### src/rtl/seq_generator_if.sv
`default_nettype none
// ============================================================================
//  Module   : seq_generator_if
//  Brief    : Request/serial-output bundle between a pattern source and
//             seq_generator.
//  Revision : 1.0 - initial release
// ============================================================================
interface seq_generator_if #(
  parameter int WIDTH = 8,
  parameter int REP_W = 4
);
  localparam int LEN_W = $clog2(WIDTH + 1);

  logic             start;
  logic [WIDTH-1:0] pattern;
  logic [LEN_W-1:0] len;
  logic [REP_W-1:0] reps;
  logic             en;
  logic             dout;
  logic             dout_valid;
  logic             busy;
  logic             done;

  modport master (
    output start, pattern, len, reps, en,
    input  dout, dout_valid, busy, done
  );

  modport slave (
    input  start, pattern, len, reps, en,
    output dout, dout_valid, busy, done
  );
endinterface
`default_nettype wire

### src/rtl/seq_generator.sv
`default_nettype none
// ============================================================================
//  Module   : seq_generator
//  Brief    : Serial MSB-first pattern generator with repeat count.
//             Define SEQ_GEN_GAP_EN to insert one dead cycle between passes.
//  Revision : 1.0 - initial release
// ============================================================================
module seq_generator #(
  parameter int WIDTH = 8,
  parameter int REP_W = 4
) (
  input  logic          clk,
  input  logic          rst,
  seq_generator_if.slave bus
);
  localparam int LEN_W = $clog2(WIDTH + 1);
  localparam int IDX_W = $clog2(WIDTH);
  localparam logic [LEN_W-1:0] c_max_len = LEN_W'(WIDTH);

  typedef enum logic [1:0] {
    S_IDLE  = 2'd0,
    S_SHIFT = 2'd1,
    S_DONE  = 2'd2
`ifdef SEQ_GEN_GAP_EN
    , S_GAP = 2'd3
`endif
  } state_t;

  state_t           r_state,  w_state_nxt;
  logic [WIDTH-1:0] r_shreg,  w_shreg_nxt;
  logic [IDX_W-1:0] r_last,   w_last_nxt;
  logic [IDX_W-1:0] r_bitcnt, w_bitcnt_nxt;
  logic [REP_W-1:0] r_repcnt, w_repcnt_nxt;

  logic [LEN_W-1:0] w_len_clamp;
  logic [IDX_W-1:0] w_len_m1;
  logic             w_dout;
  logic             w_dout_valid;
  logic             w_busy;
  logic             w_done;

  assign w_len_clamp = (bus.len > c_max_len) ? c_max_len : bus.len;
  // Only meaningful for a non-zero length; the zero case never enters SHIFT.
  assign w_len_m1    = IDX_W'(w_len_clamp - 1'b1);

  always_ff @(posedge clk or posedge rst) begin
    if (rst) begin
      r_state  <= S_IDLE;
      r_shreg  <= '0;
      r_last   <= '0;
      r_bitcnt <= '0;
      r_repcnt <= '0;
    end else begin
      r_state  <= w_state_nxt;
      r_shreg  <= w_shreg_nxt;
      r_last   <= w_last_nxt;
      r_bitcnt <= w_bitcnt_nxt;
      r_repcnt <= w_repcnt_nxt;
    end
  end

  always_comb begin
    w_state_nxt  = r_state;
    w_shreg_nxt  = r_shreg;
    w_last_nxt   = r_last;
    w_bitcnt_nxt = r_bitcnt;
    w_repcnt_nxt = r_repcnt;
    w_dout       = 1'b0;
    w_dout_valid = 1'b0;
    w_busy       = 1'b0;
    w_done       = 1'b0;

    case (r_state)
      S_IDLE: begin
        if (bus.start) begin
          w_shreg_nxt  = bus.pattern;
          w_last_nxt   = w_len_m1;
          w_bitcnt_nxt = w_len_m1;
          w_repcnt_nxt = bus.reps;
          w_state_nxt  = (w_len_clamp == '0) ? S_DONE : S_SHIFT;
        end
      end

      S_SHIFT: begin
        w_dout       = r_shreg[r_bitcnt];
        w_dout_valid = bus.en;
        w_busy       = 1'b1;
        if (bus.en) begin
          if (r_bitcnt != '0) begin
            w_bitcnt_nxt = r_bitcnt - 1'b1;
          end else if (r_repcnt != '0) begin
            w_repcnt_nxt = r_repcnt - 1'b1;
            w_bitcnt_nxt = r_last;
`ifdef SEQ_GEN_GAP_EN
            w_state_nxt  = S_GAP;
`endif
          end else begin
            w_state_nxt = S_DONE;
          end
        end
      end

`ifdef SEQ_GEN_GAP_EN
      S_GAP: begin
        w_busy = 1'b1;
        if (bus.en) begin
          w_state_nxt = S_SHIFT;
        end
      end
`endif

      S_DONE: begin
        w_done      = 1'b1;
        w_state_nxt = S_IDLE;
      end

      default: begin
        w_state_nxt = S_IDLE;
      end
    endcase
  end

  assign bus.dout       = w_dout;
  assign bus.dout_valid = w_dout_valid;
  assign bus.busy       = w_busy;
  assign bus.done       = w_done;

endmodule
`default_nettype wire

### src/flat_wrapper.sv
// flat-port wrapper written by rule: the top's interface ports become plain ports
module seq_generator_flat 
#(
  parameter int WIDTH = 8,
  parameter int REP_W = 4
)
  (clk, rst, bus_start, bus_pattern, bus_len, bus_reps, bus_en, bus_dout, bus_dout_valid, bus_busy, bus_done);
  seq_generator_if #(.WIDTH(WIDTH), .REP_W(REP_W)) bus_i ();
  input  logic clk;
  input  logic rst;
  input wire logic [$bits(bus_i.start)-1:0] bus_start;
  input wire logic [$bits(bus_i.pattern)-1:0] bus_pattern;
  input wire logic [$bits(bus_i.len)-1:0] bus_len;
  input wire logic [$bits(bus_i.reps)-1:0] bus_reps;
  input wire logic [$bits(bus_i.en)-1:0] bus_en;
  output wire logic [$bits(bus_i.dout)-1:0] bus_dout;
  output wire logic [$bits(bus_i.dout_valid)-1:0] bus_dout_valid;
  output wire logic [$bits(bus_i.busy)-1:0] bus_busy;
  output wire logic [$bits(bus_i.done)-1:0] bus_done;
  assign bus_i.start = bus_start;
  assign bus_i.pattern = bus_pattern;
  assign bus_i.len = bus_len;
  assign bus_i.reps = bus_reps;
  assign bus_i.en = bus_en;
  assign bus_dout = bus_i.dout;
  assign bus_dout_valid = bus_i.dout_valid;
  assign bus_busy = bus_i.busy;
  assign bus_done = bus_i.done;
  seq_generator #(.WIDTH(WIDTH), .REP_W(REP_W)) u_core (.clk(clk), .rst(rst), .bus(bus_i));
endmodule
### config.mk
export PLATFORM = sky130hd
export DESIGN_NAME = seq_generator_flat
export DESIGN_NICKNAME = d
export VERILOG_FILES = /design/src/rtl/seq_generator_if.sv /design/src/rtl/seq_generator.sv /design/src/flat_wrapper.sv
export SDC_FILE = /design/constraint.sdc
export NUM_CORES = 1
export LEC_CHECK = 0
export CAP_MARGIN = 20
export CORE_ASPECT_RATIO = 0.8
export CORE_UTILIZATION = 25
export DETAILED_ROUTE_END_ITERATION = 7
export DONT_BUFFER_PORTS = 1
export PLACE_DENSITY = 0.42
export SYNTH_ARGS = -nofsm -noshare
export SYNTH_HDL_FRONTEND = slang
export SYNTH_SLANG_ARGS = --single-unit
export TNS_END_PERCENT = 5
### constraint.sdc
create_clock -name clk -period 1.5 [get_ports clk]
set_input_delay 0.3 -clock clk [delete_from_list [all_inputs] [get_ports clk]]
set_output_delay 0.3 -clock clk [all_outputs]
set_load 0.005 [all_outputs]
# --- Word level (Yosys, flattened, before mapping) ---
# Index checks and enable logic that the tools add are counted.
classes:
  add_sub_neg: 3
  magnitude_cmp: 2
  n_eq_ne: 8
  muxes: 23
  n_reduce_logical: 9
ops:
  columns: ["operator", "n"]
  rows:
  - ["2-to-1 mux 4 bit", 5]
  - ["2-to-1 mux 3 bit", 4]
  - ["2-to-1 mux 2 bit", 5]
  - ["!= test 2 bit (second input constant)", 4]
  - ["one-hot mux 4 bit (2 select lines)", 1]
  - ["AND reduction 4 bit", 2]
  - ["one-hot mux 3 bit (2 select lines)", 1]
  - ["subtractor 3 x 1 -> 3 bit (second input constant)", 2]
  - ["2-to-1 mux 1 bit", 5]
  - ["AND reduction 5 bit", 1]
  - ["greater-than comparator 4 bit (second input constant)", 1]
  - ["logical NOT 4 bit", 1]
  - ["< comparator 3 x 4 -> 1 bit (second input constant)", 1]
  - ["one-hot mux 2 bit (2 select lines)", 1]
  - ["nonzero test 4 bit", 1]
  - ["subtractor 4 x 1 -> 4 bit (second input constant)", 1]
  - ["binary-select mux 1 bit (select 3 bit)", 1]
  - ["!= test 3 x 1 -> 1 bit (second input constant)", 1]
  - ["nonzero test 3 bit", 1]
  - ["equality test 2 x 1 -> 1 bit (second input constant)", 1]
  - ["equality test 2 bit (second input constant)", 1]
  - ["logical NOT 2 bit", 1]
  - ["!= test 2 x 1 -> 1 bit (second input constant)", 1]
  - ["AND reduction 2 bit", 1]
  - ["nonzero test 2 bit", 1]
totals:
  regBits: 20
  in_bits: 20
  output_inout_bits: 4
  wordCells: 50

# --- Depth between registers and ports, before layout ---
logic_depth:
  depth_word: 6
  depth_mapped: 7
  mapped_depth_nobuf: 7

# --- Worst setup path before layout ---
# No wires, ideal clock.
synth_timing:
  path_type: "register to register"
  start: "register u_core.r_bitcnt[0]"
  end: "register u_core.r_repcnt[0]"
  arrival_time_ns: 1.390
  t_required_ns: 1.378
  path_slack_ns: -0.012
  path_stages_with_launch: 7
  period_less_slack_ns: 1.512
  cell_sequence: "dfrtp_1 > inv_1 > ha_1 > nand4b_2 > a2111oi_2 > a21o_1 > a21boi_2"
synth_via:
  elab_chain_len: 3
synth_lines:
  columns: ["element", "line", "rtl"]
  rows:
  - ["start: declaration", "seq_generator.sv:32", "logic [IDX_W-1:0] r_bitcnt, w_bitcnt_nxt;"]
  - ["start signal: assignment", "seq_generator.sv:57", "r_bitcnt <= w_bitcnt_nxt;"]
  - ["nonzero test 3 bit", "seq_generator.sv:89", "if (r_bitcnt != '0) begin"]
  - ["!= test 2 bit (no source line)", null, null]
  - ["AND reduction 5 bit (no source line)", null, null]
  - ["end signal: assignment", "seq_generator.sv:58", "r_repcnt <= w_repcnt_nxt;"]
  - ["end: declaration", "seq_generator.sv:33", "logic [REP_W-1:0] r_repcnt, w_repcnt_nxt;"]
# Every way passes these cells.
# A chain may end at the register's enable or synchronous reset.

# --- Final worst setup path ---
layout_timing:
  start: "register u_core.r_bitcnt[0]"
  end: "output port bus_dout"
layout_via:
  elab_chain_len: 3
layout_lines:
  columns: ["element", "line", "rtl"]
  rows:
  - ["binary-select mux 1 bit (select 3 bit)", "seq_generator.sv:85", "w_dout = r_shreg[r_bitcnt];"]
  - ["2-to-1 mux 1 bit (implied by the code)", "seq_generator.sv:85", null]
  - ["2-to-1 mux 1 bit", "seq_generator.sv:73", "case (r_state)"]
  - ["end: declaration", "flat_wrapper.sv:16", "output wire logic [$bits(bus_i.dout)-1:0] bus_dout;"]
# Every way passes these cells. The select of a mux whose other input is x is not followed.

==> out/summary.txt <==
worst-path fanout max = 3
layout cells sized above 1 = 0.4436
IO Pins = 24
Finished Core Util = 0.3394
crit path from = u_core.r_bitcnt[0]$_DFFE_PP0P_
DR pass1 iterations = 4
Worst R2R Setup Slack = -80 ps
largest net degree at the start of global routing = 21
Synth Warn # = 0
Worst Setup End Kind = output pin
Sw Share = 0.3413
Final period util = 1.111
Post-route DRC = 0
remaining antenna violation count after routing = 0
static leakage = 0.6741 nW
row cnt = 22
Unique masters post-synth = 42
largest cells by area after synthesis = dfrtp_1, mux2_2, ha_1
fillers = 465
Syn Area/Cell = 11.07 sq um
pwr/cell area = 1969 nW/um^2
Rel. slew slack = 0.7812
Post-synth EDFFs = 0
Final Max Slew Viols = 0
worst r2r src = u_core.r_bitcnt[0]$_DFFE_PP0P_
CP peak stage delay = 500 ps
Net Count, Synth = 135
wire per inst = 13.37 um
HP Class = primary input to register
die height = 64.71 um
fin cells = 193
DRT iter0 DRCs = 22
RSZ-0062 raised after global routing = yes
count leader, synth = dfrtp_1
CTS root buf = clkbuf_8
Psw = 1.061 mW
WL final = 2580 um
TritonCTS clock tree = done
initial antenna violation count = 0
ys async rst share = 1.000
Synth top cells by count = dfrtp_1, mux2_2, nor2_1, inv_1
final setup violation count = 7
CTS H-Tree Depth = 1
Sequential Power Share = 0.308
clk sink count = 20
CP max stage cell = mux4_2
die area = 5201 sq um
Seq/Total Area, Yosys = 0.4073
Power Internal = 2.047 mW
Final GP Congestion = 0.8344
Antenna Cells = 0
violated checks = negative setup slack
Hold Fails Final Rpt = 0
Peak VDD IR = 0.0004776 V
total track usage = 0.1108
Clock Power Share = 0.175
CP Class = register to output pin
Hold Crit Start = bus_pattern[7]
via/cell ratio = 4.674
Least-Margin Pin Slew = 327.9 ps
CTS buffer count = 3
Synth Register Bits = 20
crit-path cells = mux4_2 > mux2i_1 > nor2_1
global-route wire length before repair = 4402 um
port bufs = 0
chip width = 80.38 um
Crit path arrival time = 1370 ps
Vias = 902
Syn Std Cell Area = 1229 sq um
status = finished with violations
Logic pwr share = 0.517
area leader, netlist = dfrtp_1
DP Wirelength = 1981 um
Initial Util = 0.2641
Synth top area share = 0.4073
vias in the first global route = 915
f_max = 599.9 MHz
Post-Syn Instances = 111
skew final = 3.106 ps
Final Worst Setup Slack = -167.0 ps
Tmin final = 1667 ps
area of the core = 4652 sq um
Worst Setup Start Kind = register
Reg clk slew, reported paths = 80 ps
fin nets = 158
ys flop type = dfrtp_1
dpl cells = 187
Clock Latency Late Sink = 260 ps
worst endpoint required time = 1200 ps
Max Root-Sink Buffers = 2
Area growth syn-to-layout = 28.51%
total of max-cap violations = 0
grt total ovfl = 0
registers in the layout, summed over array words and instances, names as in the netlist:
signal and cells:
u_core.r_bitcnt 3, u_core.r_shreg 8, u_core.r_last 3, u_core.r_repcnt 4, u_core.r_state 2
timing repair:
item | in CTS | in global routing
resized for setup | 9 | 7
pin swaps | 7 | 1
hold buffers | 1 | 0
endpoints found under the setup margin | 19 | 12
setup buffers | 1 | 0
hold endpoints to repair | 20 | 0
power groups by stage:
| stage | Clock, mW | Sequential (mW) | Combinational (mW) |
|---|---|---|---|
| after global routing | 0.573 | 0.991 | 1.80 |
| after floorplan | 0 | 0.924 | 1.05 |
| after global placement | 0 | 0.965 | 1.45 |
| final | 0.545 | 0.956 | 1.61 |
| after detailed placement | 0 | 0.964 | 1.48 |
| after CTS | 0.554 | 0.950 | 1.60 |
final timing paths:
| check | cells past startpoint | endpoint |
|---|---|---|
| worst max register to register | 7 | u_core.r_bitcnt[0]$_DFFE_PP0P_ |
| max in group asynchronous | 3 | u_core.r_bitcnt[0]$_DFFE_PP0P_ |
| min in group asynchronous | 3 | u_core.r_repcnt[3]$_DFFE_PP0P_ |
| worst min-delay path | 1 | u_core.r_shreg[7]$_DFFE_PP0P_ |
| worst max-delay path | 3 | bus_dout |
| worst min register to register | 1 | u_core.r_shreg[0]$_DFFE_PP0P_ |
placed cells by master (no fill, tap or decap), types with 3 or more instances in the layout:
cell type,instances
nand2_1,3
nand2b_1,3
nor2_1,9
clkbuf_8,3
inv_1,6
dfrtp_1,18
a21oi_1,4
mux2_2,9
mux2i_1,4
o21ai_1,4
buf_4,19
critical path: cells and delay by family, from the launching register on:
kind	cells	cell delay, ps
flip-flops	1	400
AND/OR/NAND/NOR	1	80
multiplexers	2	630
kinds of logic (layout without fill, tap and decap cells):
| group | Yosys count | count (layout) | synth area share |
|---|---|---|---|
| compound gates | 28 | 28 | 0.1741 |
| simple gates | 30 | 30 | 0.1599 |
| fa+ha+maj | 4 | 4 | 0.04073 |
| mux | 15 | 15 | 0.1517 |
| buf+inv | 13 | 35 | 0.05906 |
| xor+xnor | 1 | 1 | 0.007130 |
| flops | 20 | 20 | 0.4073 |
metrics by stage:
stage | hold slack [ps] | instance area (sq um) | setup TNS, ps | worst slack (ps) | power (mW)
2_1_floorplan | 263.8 | 1231 | 0 | 19.52 | 1.975
5_1_grt | 182.9 | 1579 | -1277 | -235.8 | 3.369
4_1_cts | 188.7 | 1558 | -545.5 | -172.3 | 3.100
6_report | 188.5 | 1579 | -341.4 | -167.0 | 3.108
3_3_place_gp | 244.2 | 1434 | -121.9 | -50.29 | 2.418
3_5_place_dp | 238.0 | 1434 | -187.6 | -47.84 | 2.445
layout make-up:
class	instances	area (sq um)	share of cell area
clock buffers	3	41.29	0.02615
repair buffers	23	195.2	0.1236
multi-input cells	78	701.9	0.4445
well taps	60	75.07	0.04754
flip-flops and latches	20	503.0	0.3185
inverters	8	32.53	0.02060
clock inverters	1	30.03	0.01902
per-layer routing:
layer / track usage / routed length, um / vias to the layer above
li1: - / - / 445
met1: 0.1553 / 1227 / 438
met2: 0.1653 / 1192 / 15
met3: 0.02958 / 121 / 4
met4: 0.03348 / 38 / 0
met5: 0 / 0 / -
(Power assumes the default switching activity.)
